--- config.mk ---
export PLATFORM = sky130hd
export DESIGN_NAME = operand_issuer
export DESIGN_NICKNAME = d
export VERILOG_FILES = /design/src/rtl/operand_issuer_pkg.sv /design/src/rtl/operand_issuer_fifo.sv /design/src/rtl/operand_issuer.sv
export SDC_FILE = /design/constraint.sdc
export NUM_CORES = 1
export LEC_CHECK = 0
export CAP_MARGIN = 20
export CELL_PAD_IN_SITES_DETAIL_PLACEMENT = 1
export CELL_PAD_IN_SITES_GLOBAL_PLACEMENT = 2
export CORE_MARGIN = 5
export CORE_UTILIZATION = 35
export CTS_CLUSTER_DIAMETER = 30
export DETAILED_ROUTE_END_ITERATION = 7
export PLACE_DENSITY_LB_ADDON = 0.1
export SKIP_CTS_REPAIR_TIMING = 1
export SLEW_MARGIN = 0
export SYNTH_ARGS = -nofsm -noshare
export SYNTH_HDL_FRONTEND = slang
export SYNTH_SLANG_ARGS = --single-unit
--- constraint.sdc ---
create_clock -name clk -period 2.15 [get_ports clk]
set_clock_uncertainty 0.15 [all_clocks]
set_input_delay 0.215 -clock clk [delete_from_list [all_inputs] [get_ports clk]]
set_output_delay 0.215 -clock clk [all_outputs]
set_load 0.02 [all_outputs]
--- src/rtl/operand_issuer_pkg.sv ---
// Shared types and constants for the operand issuer and its FIFO.
//   state_t : issue FSM encoding (IDLE=0, LOAD=1, START=2, RUN=3)
//   pair_t  : one {x, y} operand pair as stored in the FIFO
package operand_issuer_pkg;

  localparam int unsigned DEPTH    = 4;  // FIFO depth in operand pairs
  localparam int unsigned WDOG     = 8;  // max RUN cycles before timeout
  localparam int unsigned OP_W     = 4;  // operand width
  localparam int unsigned ISSUED_W = 8;  // completed-issue counter width
  localparam int unsigned PTR_W    = 2;  // FIFO pointer width
  localparam int unsigned LEVEL_W  = 3;  // FIFO occupancy width (0..4)

  typedef enum logic [1:0] {
    IDLE  = 2'd0,
    LOAD  = 2'd1,
    START = 2'd2,
    RUN   = 2'd3
  } state_t;

  typedef struct packed {
    logic [OP_W-1:0] x;
    logic [OP_W-1:0] y;
  } pair_t;

endpackage

--- src/rtl/operand_issuer_fifo.sv ---
// op_fifo: 4-entry operand-pair FIFO without full bypass.
//   clk, rst     : clock, async active-high reset
//   push, pop    : requests; push is ignored when full, pop when empty
//   din, dout    : write data / head of queue (dout valid when !empty)
//   full, empty  : occupancy flags decoded from level
//   level        : occupancy 0..DEPTH, kept as its own counter
module op_fifo
  import operand_issuer_pkg::*;
#(
  parameter int unsigned DEPTH = operand_issuer_pkg::DEPTH
) (
  input  logic               clk,
  input  logic               rst,
  input  logic               push,
  input  logic               pop,
  input  pair_t              din,
  output pair_t              dout,
  output logic               full,
  output logic               empty,
  output logic [LEVEL_W-1:0] level
);

  pair_t            mem [DEPTH];
  logic [PTR_W-1:0] wptr;
  logic [PTR_W-1:0] rptr;
  logic             do_push;
  logic             do_pop;

  // A full FIFO refuses a push even while it pops in the same cycle.
  assign do_push = push && !full;
  assign do_pop  = pop && !empty;

  assign full  = (level == LEVEL_W'(DEPTH));
  assign empty = (level == '0);
  assign dout  = mem[rptr];

  // Pointers wrap naturally at 2 bits; level tracks occupancy separately.
  always_ff @(posedge clk or posedge rst) begin
    if (rst) begin
      wptr  <= '0;
      rptr  <= '0;
      level <= '0;
    end else begin
      if (do_push) wptr <= wptr + PTR_W'(1);
      if (do_pop)  rptr <= rptr + PTR_W'(1);
      case ({do_push, do_pop})
        2'b10:   level <= level + LEVEL_W'(1);
        2'b01:   level <= level - LEVEL_W'(1);
        default: level <= level;
      endcase
    end
  end

  // Storage is not reset; the pointers and level make stale entries unreachable.
  always_ff @(posedge clk) begin
    if (do_push) mem[wptr] <= din;
  end

endmodule

--- src/rtl/operand_issuer.sv ---
// operand_issuer: buffers operand pairs and issues them one at a time to a
// compute core, holding the operands stable while the core runs.
//   clk, rst            : clock, async active-high reset (shared with core)
//   in_valid/in_ready   : upstream pair handshake; in_x, in_y operands
//   core_start          : one-cycle start pulse to the core
//   core_xin, core_yin  : operands from the hold registers
//   core_done           : core completion flag
//   busy                : FSM not in IDLE
//   level               : FIFO occupancy
//   issued              : completed issues, wraps at 256
//   err                 : sticky watchdog timeout
module operand_issuer
  import operand_issuer_pkg::*;
#(
  parameter int unsigned DEPTH = operand_issuer_pkg::DEPTH,
  parameter int unsigned WDOG  = operand_issuer_pkg::WDOG
) (
  input  logic                clk,
  input  logic                rst,
  input  logic                in_valid,
  output logic                in_ready,
  input  logic [OP_W-1:0]     in_x,
  input  logic [OP_W-1:0]     in_y,
  output logic                core_start,
  output logic [OP_W-1:0]     core_xin,
  output logic [OP_W-1:0]     core_yin,
  input  logic                core_done,
  output logic                busy,
  output logic [LEVEL_W-1:0]  level,
  output logic [ISSUED_W-1:0] issued,
  output logic                err
);

  localparam int unsigned CNT_W = $clog2(WDOG + 1);

  state_t           state;
  state_t           state_nxt;
  pair_t            fifo_din;
  pair_t            fifo_dout;
  pair_t            hold;
  logic             fifo_full;
  logic             fifo_empty;
  logic             fifo_push;
  logic             fifo_pop;
  logic [CNT_W-1:0] wdog_cnt;
  logic             wdog_hit;

  assign in_ready  = !fifo_full;
  assign fifo_push = in_valid && in_ready;
  assign fifo_din  = pair_t'{x: in_x, y: in_y};

  op_fifo #(
    .DEPTH (DEPTH)
  ) u_fifo (
    .clk   (clk),
    .rst   (rst),
    .push  (fifo_push),
    .pop   (fifo_pop),
    .din   (fifo_din),
    .dout  (fifo_dout),
    .full  (fifo_full),
    .empty (fifo_empty),
    .level (level)
  );

  // Timeout on the WDOG-th RUN cycle; a done in that same cycle still wins.
  assign wdog_hit = (state == RUN) && !core_done &&
                    (wdog_cnt == CNT_W'(WDOG - 1));

  // State register
  always_ff @(posedge clk or posedge rst) begin
    if (rst) state <= IDLE;
    else     state <= state_nxt;
  end

  // Next-state logic; core_done outside RUN is ignored.
  always_comb begin
    state_nxt = state;
    case (state)
      IDLE:    if (level != '0) state_nxt = LOAD;
      LOAD:    state_nxt = START;
      START:   state_nxt = RUN;
      RUN:     if (core_done || wdog_hit) state_nxt = IDLE;
      default: state_nxt = IDLE;
    endcase
  end

  // Output decode from state only, so core_start never depends on the core.
  always_comb begin
    core_start = 1'b0;
    busy       = 1'b1;
    fifo_pop   = 1'b0;
    case (state)
      IDLE:    busy = 1'b0;
      LOAD:    fifo_pop = !fifo_empty;
      START:   core_start = 1'b1;
      default: ;
    endcase
  end

  // Hold registers, watchdog, issue counter and sticky error.
  always_ff @(posedge clk or posedge rst) begin
    if (rst) begin
      hold     <= '0;
      wdog_cnt <= '0;
      issued   <= '0;
      err      <= 1'b0;
    end else begin
      if (fifo_pop) hold <= fifo_dout;

      if (state == RUN && state_nxt == RUN) wdog_cnt <= wdog_cnt + CNT_W'(1);
      else                                  wdog_cnt <= '0;

      if (state == RUN && core_done) issued <= issued + ISSUED_W'(1);
      if (wdog_hit)                  err    <= 1'b1;
    end
  end

  assign core_xin = hold.x;
  assign core_yin = hold.y;

endmodule

======== Word level (Yosys, flattened, before mapping) ========
Memory sizes are Yosys's and may differ from the RTL's. A register that Yosys moved wholly into a read port is not among the register bits.
Cells that the tools add are included.
storage, ports and cells
  bits in registers ....................... 22
  memory bits (writable) .................. 32
  bits of input ports ..................... 12
  output and inout port bits .............. 23
  word-level logic and storage cells ...... 47
  memories kept ........................... 1
cells by class
  add/subtract/negate cells ............... 6
  equality and inequality tests ........... 8
  muxes and demuxes ....................... 10
  reductions and logical operators ........ 15
memories
  name        depth  width  rd ports  clocked after Yosys merged registers in  write ports  RTL line                   source
  u_fifo.mem  4      8      1         1                                        1            operand_issuer_fifo.sv:23  pair_t mem [DEPTH];
operator list
  operator                                           number
  adder 8 x 1 -> 8 bit (second input constant)       1
  == test 2 bit (second input constant)              4
  case mux 2 bit (4 select lines)                    1
  logical AND 1 bit                                  7
  case mux 3 bit (2 select lines)                    1
  2-to-1 mux 1 bit                                   5
  adder 2 x 1 -> 2 bit (second input constant)       2
  adder 4 x 1 -> 4 bit (second input constant)       1
  == test 2 x 1 -> 1 bit (second input constant)     2
  == test 4 x 3 -> 1 bit (second input constant)     1
  2-to-1 mux 2 bit                                   2
  2-to-1 mux 4 bit                                   1
  adder 3 x 1 -> 3 bit (second input constant)       1
  == test 3 bit (second input constant)              1
  logical NOT 1 bit                                  3
  logical NOT 3 bit                                  1
  nonzero test 3 bit                                 1
  subtractor 3 x 1 -> 3 bit (second input constant)  1
  logical NOT 2 bit                                  1
  nonzero test 2 bit                                 1
  logical OR 1 bit                                   1

======== Depth between registers and ports, before layout ========
  word-level depth ........................ 9
  mapped depth ............................ 9
  mapped depth without buffers ............ 9

======== By module ========
A second synthesis with hierarchy kept.
unflattened totals
  cell total of the unflattened synthesis .. 158
  area total of the unflattened synthesis .. 2570.0 um^2
by module, submodules not included
  module          instances  cells an instance  area each (um^2)  sequential area each (um^2)
  op_fifo         1          80                 1596.5            1136.1
  operand_issuer  1          78                 973.4             575.6

======== Worst setup path before layout ========
OpenSTA, ideal clock, no wires.
  kind .................................... register to register
  start ................................... register u_fifo.level[0]
  end ..................................... register u_fifo.level[2]
  setup time .............................. 80 ps
  arrival ................................. 2144 ps
  data required time ...................... 1920 ps
  setup slack ............................. -224 ps
  cell stages (with the launch flop) ...... 10
  buffers on the path ..................... 0
  period minus slack after synthesis ...... 2374 ps
  cells stage by stage .................... dfrtp_1 or3b_4 and2_4 inv_1 ha_1 inv_1 fa_1 xor2_1 nor2_1 xor2_1
between the ends
  word-level cells in the longest chain between the ends .. 6
  elaborated cells on any way between the ends .. 14
  those cells by class .................... add/sub (2); eq/ne (3); mux (2); reduce/logical (7)
ends and longest elaborated chain
  what                                                                   RTL line                   source
  start, declared                                                        operand_issuer_fifo.sv:20  output logic [LEVEL_W-1:0] level
  start signal, assigned                                                 operand_issuer_fifo.sv:47  2'b10: level <= level + LEVEL_W'(1);
  start signal, assigned                                                 operand_issuer_fifo.sv:48  2'b01: level <= level - LEVEL_W'(1);
  start signal, assigned                                                 operand_issuer_fifo.sv:49  default: level <= level;
  == test 3 bit *                                                        operand_issuer_fifo.sv:33  assign full = (level == LEVEL_W'(DEPTH));
  logical NOT 1 bit *                                                    operand_issuer.sv:48       assign in_ready = !fifo_full;
  net in_ready                                                           operand_issuer.sv:21       output logic in_ready,
  logical AND 1 bit                                                      operand_issuer.sv:49       assign fifo_push = in_valid && in_ready;
  logical AND 1 bit *                                                    operand_issuer_fifo.sv:30  assign do_push = push && !full;
  == test 2 x 1 -> 1 bit or == test 2 bit (tied branches)                operand_issuer_fifo.sv:46  case ({do_push, do_pop})
  case mux 3 bit (2 select lines) or nonzero test 2 bit (tied branches)  --
The timed path passes the listed nets; every way through them passes the cells marked *.
A chain may end at the register's enable or synchronous reset.

======== Worst setup path in the final report ========
  start ................................... register u_fifo.level[1]
  end ..................................... register u_fifo.level[2]
between the ends
  word-level cells in the longest chain between the ends .. 6
  elaborated cells on any way between the ends .. 14
  those cells by class .................... add/sub (2); eq/ne (3); mux (2); reduce/logical (7)
ends and longest elaborated chain
  what                                                                   RTL line
  logical NOT 3 bit or == test 3 bit (tied branches)                     operand_issuer_fifo.sv:34, operand_issuer_fifo.sv:33
  logical NOT 1 bit (on tied branches)                                   --
  2-to-1 mux 1 bit or logical AND 1 bit (tied branches)                  operand_issuer.sv:93, operand_issuer.sv:49
  logical AND 1 bit (on tied branches)                                   operand_issuer_fifo.sv:31, operand_issuer_fifo.sv:30
  == test 2 x 1 -> 1 bit or == test 2 bit (tied branches)                operand_issuer_fifo.sv:46
  case mux 3 bit (2 select lines) or nonzero test 2 bit (tied branches)  --
Parallel ways exist; a longest one is shown, timed or not.

==> reports/metrics.cfg <==
[outcome]
run_status = finished clean

[yosys]
yosysMostFrequentCell = edfxtp_1
synth_top_cell_by_area = edfxtp_1
ys_seq_area_share_pct = 67.3
synth_commonest_cells = 32 x edfxtp_1, 30 x dfrtp_1, 12 x inv_1
ys_top_cells_by_area = edfxtp_1 38%, dfrtp_1 29%, mux4_2 5.3%
synth-simple-area-share_pct = 7.37
synthFlopType = edfxtp_1
synth.mux.area_fraction_pct = 12.3
synthesis.area_um2 = 2540
yosys_warnings = 0
syn_inst = 154
synthArstFlopShare_pct = 48.4
yosysUniqueCellTypes = 34
synth_edf_count = 32
avgSynthCellArea_um2 = 16.5
synth_nets = 174
synthAdderAreaFrac_pct = 4.23
ys_ff_latch = 62
synth_top_area_share_pct = 37.8
synth_top_family_by_area = multiplexers
synth_xor_xnor_area_share_pct = 5.16
synth_compound_area_share_pct = 0.787

[power_and_ir_drop]
leakage_nw = 1.32
pwr_density_cell_nw_per_um2 = 1450
vdd.ir_drop.worst_mv = 0.673

[routing]
drc = 0
ant_nets = 0
via_per_inst = 4.58
wl_mm = 4.96
via_count = 1424
dr.pass1.iters = 4
wl_per_cell_um = 15.9
drt_iter0_markers = 25

[floorplanning]
rows = 31
io_pins = 35
chipHeight_um = 95.3
core_area_um2 = 7180
start_util_pct = 35.5
dieArea_um2 = 9080
die_w_um = 95.3

[clock_tree]
clock_latency_ps = 330
clockRootBuffer = clkbuf_8
cts_max_path_buffers = 2
htree_levels = 3
cts.clk_slew.worst_paths_ps = 70
cts_tree = done
numClockSinks = 62
cts_buffers = 9

[sta]
worst_slack_ps = 22.5
finalMaxSlewViolations = 0
slew_headroom_pct = 71.7
max_freq_mhz = 470
rsz0062_at_grt = true
tightest_slew_ps = 425
setup_viol = 0
post-route-period-util_pct = 99.0
period_minus_slack_ps = 2130
finalHoldViolCount = 0

[placed_design]
io_buffer_count = 34
place_ws_ps = -9.04
gp_congestion = 0.758
hpwl_mm = 3.48

[critical_path]
cp-start-kind = flip-flop
path_class = reg2reg
worstPathRequired_ps = 2250
end_kind = flip-flop
cp_max_fo = 2
arrival_ps = 2220

[grt]
track_usage_pct = 12.6
grt_pass1_wl_mm = 8.35
first_global_vias = 1614
grt.overflow.total = 0
antenna_found_initial = 0
grt_start_max_net_pins = 31

[cells_and_area]
drive_gt1_share_pct = 26.9
diodes = 0
nets = 227
area_growth_pct = 30.4
final_util_pct = 46.2

[worst_hold_path]
hold_class = in2async

[job]
maxCapViolations = 0

==> cell families after synthesis <==
family | Yosys count
simple gates | 31
xor+xnor | 15
compound gates | 3
flops | 62
fa+ha+maj | 8
buf+inv | 16
mux | 19
==> where the power goes <==
group          switching [mW]  internal, mW  total, mW
clock                   0.432         0.682       1.11
combinational           0.856         0.979       1.84
sequential              0.248          1.62       1.87
==> per-stage QoR <==
step                      hold slack, ps  std cells  area (um2)  TNS (ps)  power [mW]
after floorplan                      136        154        2560      -108        2.98
after global placement               296        295        3100         0        3.68
after detailed placement             309        295        3100     -9.04        3.77
after CTS                            147        311        3310     -96.2        4.91
after global routing                 192        311        3320     -74.1        5.14
final                                127        311        3320         0        4.82
==> registers in the layout (all words and copies together), names as in the netlist, 3 cells and up <==
signal and flops:
core_xin 4, u_fifo.mem 32, wdog_cnt 4, core_yin 4
u_fifo.level 3, issued 8
==> worst max-delay path, cell delays in order (launching register included) <==
cell     delay (ps)
dfrtp_2         410
or3b_4          400
and2_4          150
inv_2            50
ha_4            130
inv_2            40
fa_2            330
xor2_1          140
nor2_1          110
xor2_1          140
==> area by class of cell <==
cell class                 instances  area [um2]
fill                             725        3860
sequential                        62        1720
multi-input combinational         76         786
timing repair buffer              46         433
clock buffer                      12         145
tap                               99         124
clock inverter                     4        70.1
inverter                          12        45.0
==> path summary, 6_finish.rpt <==
kind / from / to / slack [ps] / cells past startpoint
max reg2reg: u_fifo.level[1] / u_fifo.level[2] / 20 / 9
max: u_fifo.level[1] / u_fifo.level[2] / 20 / 9
max in group asynchronous: rst / u_fifo.level[2] / 1390 / 3
min: rst / issued[4] / 130 / 3
min in group clk: issued[7] / issued[7] / 310 / 1
min reg2reg: issued[7] / issued[7] / 310 / 1
==> per-layer routing <==
layer	global-route usage (%)	part of all wire, %	vias to the layer above
met2	19.8	50	30
li1	-	-	670
met5	0	0	-
met1	15.9	44	719
met3	4.18	5.2	5
met4	5.05	1.0	0
==> layout by cell type, fill, tap and decap left out, types with 2 or more instances in the layout <==
cell,count
clkdlybuf4s50_1,33
edfxtp_1,32
dfrtp_1,27
buf_4,12
inv_1,10
clkbuf_8,10
mux2_2,9
xnor2_1,8
xor2_1,7
nor2_1,6
mux4_2,6
ha_1,6
nand4_1,4
and3_2,4
nand3_1,3
dfrtp_2,3
nand2_1,2
nor3_1,2
inv_2,2
mux4_1,2
clkbuf_1,2
clkinv_2,2
bufinv_16,2
No activity file was read; power rests on OpenSTA's default activity.
==> RTL edit 1, RTL diff (same flow settings) <==
Set the package constant `OP_W` to 6 (it was 4).
--- a/src/rtl/operand_issuer_pkg.sv
+++ b/src/rtl/operand_issuer_pkg.sv
@@ -5,7 +5,7 @@
 
   localparam int unsigned DEPTH    = 4;  // FIFO depth in operand pairs
   localparam int unsigned WDOG     = 8;  // max RUN cycles before timeout
-  localparam int unsigned OP_W     = 4;  // operand width
+  localparam int unsigned OP_W     = 6;  // operand width
   localparam int unsigned ISSUED_W = 8;  // completed-issue counter width
   localparam int unsigned PTR_W    = 2;  // FIFO pointer width
   localparam int unsigned LEVEL_W  = 3;  // FIFO occupancy width (0..4)
Interface: changed (resized core_xin, core_yin, in_x and in_y); port bits go from 35 to 43. The function was not compared with the original's and may differ.
==> RTL edit 1 against the original RTL <==
The flow now finishes with violations (negative setup slack); sequential cell count grew 20; total power grew 19%; setup slack lost 0.048 ns; hold slack gained 0.015 ns; cell area grew 25%; cell count grew 21%; wire length grew 32%; synthesized area grew 31%; largest power group is now combinational logic.
==> RTL edit 1: results <==
{
  "ir_worst_vdd_mv": 0.5724,
  "synth.avg_cell_area_um2": 18.11,
  "dpl_cell_area_mm2": 0.003965,
  "outcome": "complete, but fails checks",
  "finalSetupViolations": 1,
  "switching_share_pct": 33.49,
  "grt_pass1_wl_um": 10250,
  "clk_share_pct": 3.907,
  "wl_met2_um": 3587,
  "synth.area.mux_share_pct": 14.61,
  "nets": 266,
  "worstPathArrival_ns": 2.29,
  "first_global_vias": 1956,
  "post_drt_wl_per_cell_um": 17.40,
  "nMultiInputCombCells": 84,
  "wl_met1_um": 2583,
  "vias": 1752,
  "yosysSeqAreaShare_pct": 68.79,
  "seq_share_pct": 55.57,
  "violations": "negative setup slack",
  "setup_ws_ns": -0.02549,
  "grtUsageTotal_pct": 12.10,
  "clkPwrFrac_pct": 16.2,
  "met3_length_um": 301,
  "synth.distinct_cells": 35,
  "syn_nets": 208,
  "buffer_area_share_pct": 12.24
}
RTL edit 1: cell types whose count changed in the layout (fill, tap and decap cells not counted), sizes merged, moves of 2 or more:
cell / unedited run / this run
clkinv: 2 / 4
clkinvlp: 0 / 2
clkdlybuf4s50: 33 / 41
mux2: 10 / 14
bufinv: 2 / 0
clkbuf: 12 / 10
dfrtp: 30 / 34
edfxtp: 32 / 48
mux4: 8 / 12
RTL edit 1: worst min-delay path by stage:
stage / to / slack (ns) / cells past startpoint
after floorplan: wdog_cnt[2] / 0.14 / 1
after global routing: core_xin[2] / 0.18 / 3
after CTS: core_xin[2] / 0.14 / 3
after global placement: err / 0.30 / 2
final: wdog_cnt[1] / 0.14 / 3
after detailed placement: err / 0.31 / 2
RTL edit 1: per-layer routing:
metal,global-route usage (%),vias to the layer above
li1,-,804
met1,13.08,901
met2,22.25,39
met3,3.959,8
met4,3.787,0
met5,0,-
==> RTL edit 2, RTL diff (config.mk and constraints unchanged) <==
Without the edit above. Reset style: synchronous (`rst`), changed in 3 clocked blocks. Comments in the files are not updated.
--- a/src/rtl/operand_issuer_fifo.sv
+++ b/src/rtl/operand_issuer_fifo.sv
@@ -35,7 +35,7 @@
   assign dout  = mem[rptr];
 
   // Pointers wrap naturally at 2 bits; level tracks occupancy separately.
-  always_ff @(posedge clk or posedge rst) begin
+  always_ff @(posedge clk) begin
     if (rst) begin
       wptr  <= '0;
       rptr  <= '0;
--- a/src/rtl/operand_issuer.sv
+++ b/src/rtl/operand_issuer.sv
@@ -68,7 +68,7 @@
                     (wdog_cnt == CNT_W'(WDOG - 1));
 
   // State register
-  always_ff @(posedge clk or posedge rst) begin
+  always_ff @(posedge clk) begin
     if (rst) state <= IDLE;
     else     state <= state_nxt;
   end
@@ -99,7 +99,7 @@
   end
 
   // Hold registers, watchdog, issue counter and sticky error.
-  always_ff @(posedge clk or posedge rst) begin
+  always_ff @(posedge clk) begin
     if (rst) begin
       hold     <= '0;
       wdog_cnt <= '0;
Behaviour: differs if rst is asserted again (counterexample within 4 cycles, from zero or initial values and one cycle with rst high); with rst held inactive, the same outputs for 10 cycles.
==> RTL edit 2 against the original RTL <==
Wire length up 16%; cell area down 0.23%; via count up 24%; critical path depth down 1; total power down 25%; critical endpoint is now u_fifo.level[2]; setup slack worse by 0.072 ns; hold slack better by 0.17 ns; the flow now finishes with violations (negative setup slack); sequential cell count unchanged; synthesized area down 0.20%; first-iteration DRC count up 130%; critical path type unchanged.
==> RTL edit 2: results <==
{
  "cts_max_level": 3,
  "dpl_cell_area_mm2": 0.003063,
  "grt_max_degree": 13,
  "worstPathArrival_ns": 2.31,
  "yosysWarnings": 0,
  "drtAntennaViolNets": 0,
  "top_regs": "u_fifo.mem: 32 flops, issued: 8 flops",
  "grt_pass1_wl_um": 9446,
  "cts.clk_slew.worst_paths_ns": 0.07,
  "diodes": 0,
  "cts_inserted_buffers": 9,
  "wl_um": 5742,
  "finalSetupViolations": 1,
  "yosysSeqAreaShare_pct": 61.48,
  "drt_iter0_markers": 57,
  "vias": 1766,
  "finalSetupTns_ns": -0.04968,
  "async_flop_share_pct": 0,
  "ir_worst_vdd_mv": 0.3952,
  "leakagePower_nw": 1.142,
  "portBuffers": 34,
  "synth.distinct_cells": 40,
  "tightestPinTransition_ns": 0.6592,
  "nets": 269,
  "final_cell_count_no_fill": 353,
  "place_inst": 335,
  "num-fill-cells": 753,
  "yosys-top-cells-area": "edfxtp_1 38%, dfxtp_1 24%, mux4_2 7.1%",
  "synth_enable_flop_cells": 32,
  "first_global_vias": 1897,
  "syn_nets": 223,
  "firstDrtPassIters": 3,
  "area.growth.synth_to_final_pct": 30.35,
  "synth.avg_cell_area_um2": 12.51,
  "critPathMaxFanout": 4,
  "setup_ws_ns": -0.04968,
  "violations": "negative setup slack",
  "synth_common_cells": "32 x edfxtp_1, 30 x dfxtp_1, 17 x a21oi_1",
  "routabilityCongestion": 0.7656,
  "outcome": "complete, but fails checks",
  "pre_cts_ws_ns": -0.06238,
  "grtUsageTotal_pct": 13.88,
  "drive_gt1_share_pct": 18.90,
  "hpwl_um": 4137,
  "insertion_delay_ns": 0.34,
  "slowest_stage": "or3b_4",
  "hp-class": "reg -> reg",
  "synth-main-ff-cell": "edfxtp_1"
}
## RTL edit 2: logic make-up (layout without fill, tap and decap cells)
| family | count (synthesis) | in the layout | share of synthesized area (%) |
|---|---|---|---|
| buffers and inverters | 22 | 73 | 3.891 |
| xor gates and xnor gates | 6 | 6 | 2.069 |
| DFF | 62 | 62 | 61.48 |
| AOI/OAI and AO/OA | 38 | 38 | 8.473 |
| muxes | 10 | 10 | 7.931 |
| adders and majority gates | 8 | 8 | 4.236 |
| and+or+nand+nor | 57 | 57 | 11.92 |
## RTL edit 2: path summary, 6_finish.rpt
| path | from | end | slack (ns) | cells past startpoint |
|---|---|---|---|---|
| worst max-delay path | u_fifo.level[2] | u_fifo.level[2] | -0.05 | 8 |
| worst min-delay path | wdog_cnt[0] | wdog_cnt[0] | 0.30 | 1 |
| worst max register to register | u_fifo.level[2] | u_fifo.level[2] | -0.05 | 8 |
| worst min register to register | wdog_cnt[0] | wdog_cnt[0] | 0.30 | 1 |
## RTL edit 2: final cells by class
type                            instances  share of cell area [%]
Multi-Input combinational cell        119                   27.55
Timing Repair Buffer                   48                   13.53
Clock buffer                            9                   3.741
Clock inverter                          7                   2.910
Inverter                                9                   1.020
Tap cell                               99                   3.741
Sequential cell                        62                   47.51
## RTL edit 2: power breakdown
group	total (mW)	internal [mW]	switching [mW]
clock network	1.13	0.654	0.475
logic	1.01	0.455	0.551
registers	1.47	1.38	0.0888
total	3.60	2.49	1.12
## RTL edit 2: layer usage
metal,part of all wire [%],GRT usage (%)
met1,40,15.17
met2,53,24.02
met3,4.7,5.367
met4,1.8,5.649
met5,0,0
## RTL edit 2: worst max-delay path, delay by kind of cell (launching register included)
family          cells  cell delay (ns)
buf+inv             1             0.05
flops               1             0.36
compound gates      1             0.14
xor+xnor            1             0.16
fa+ha+maj           2             0.46
simple gates        3             0.81
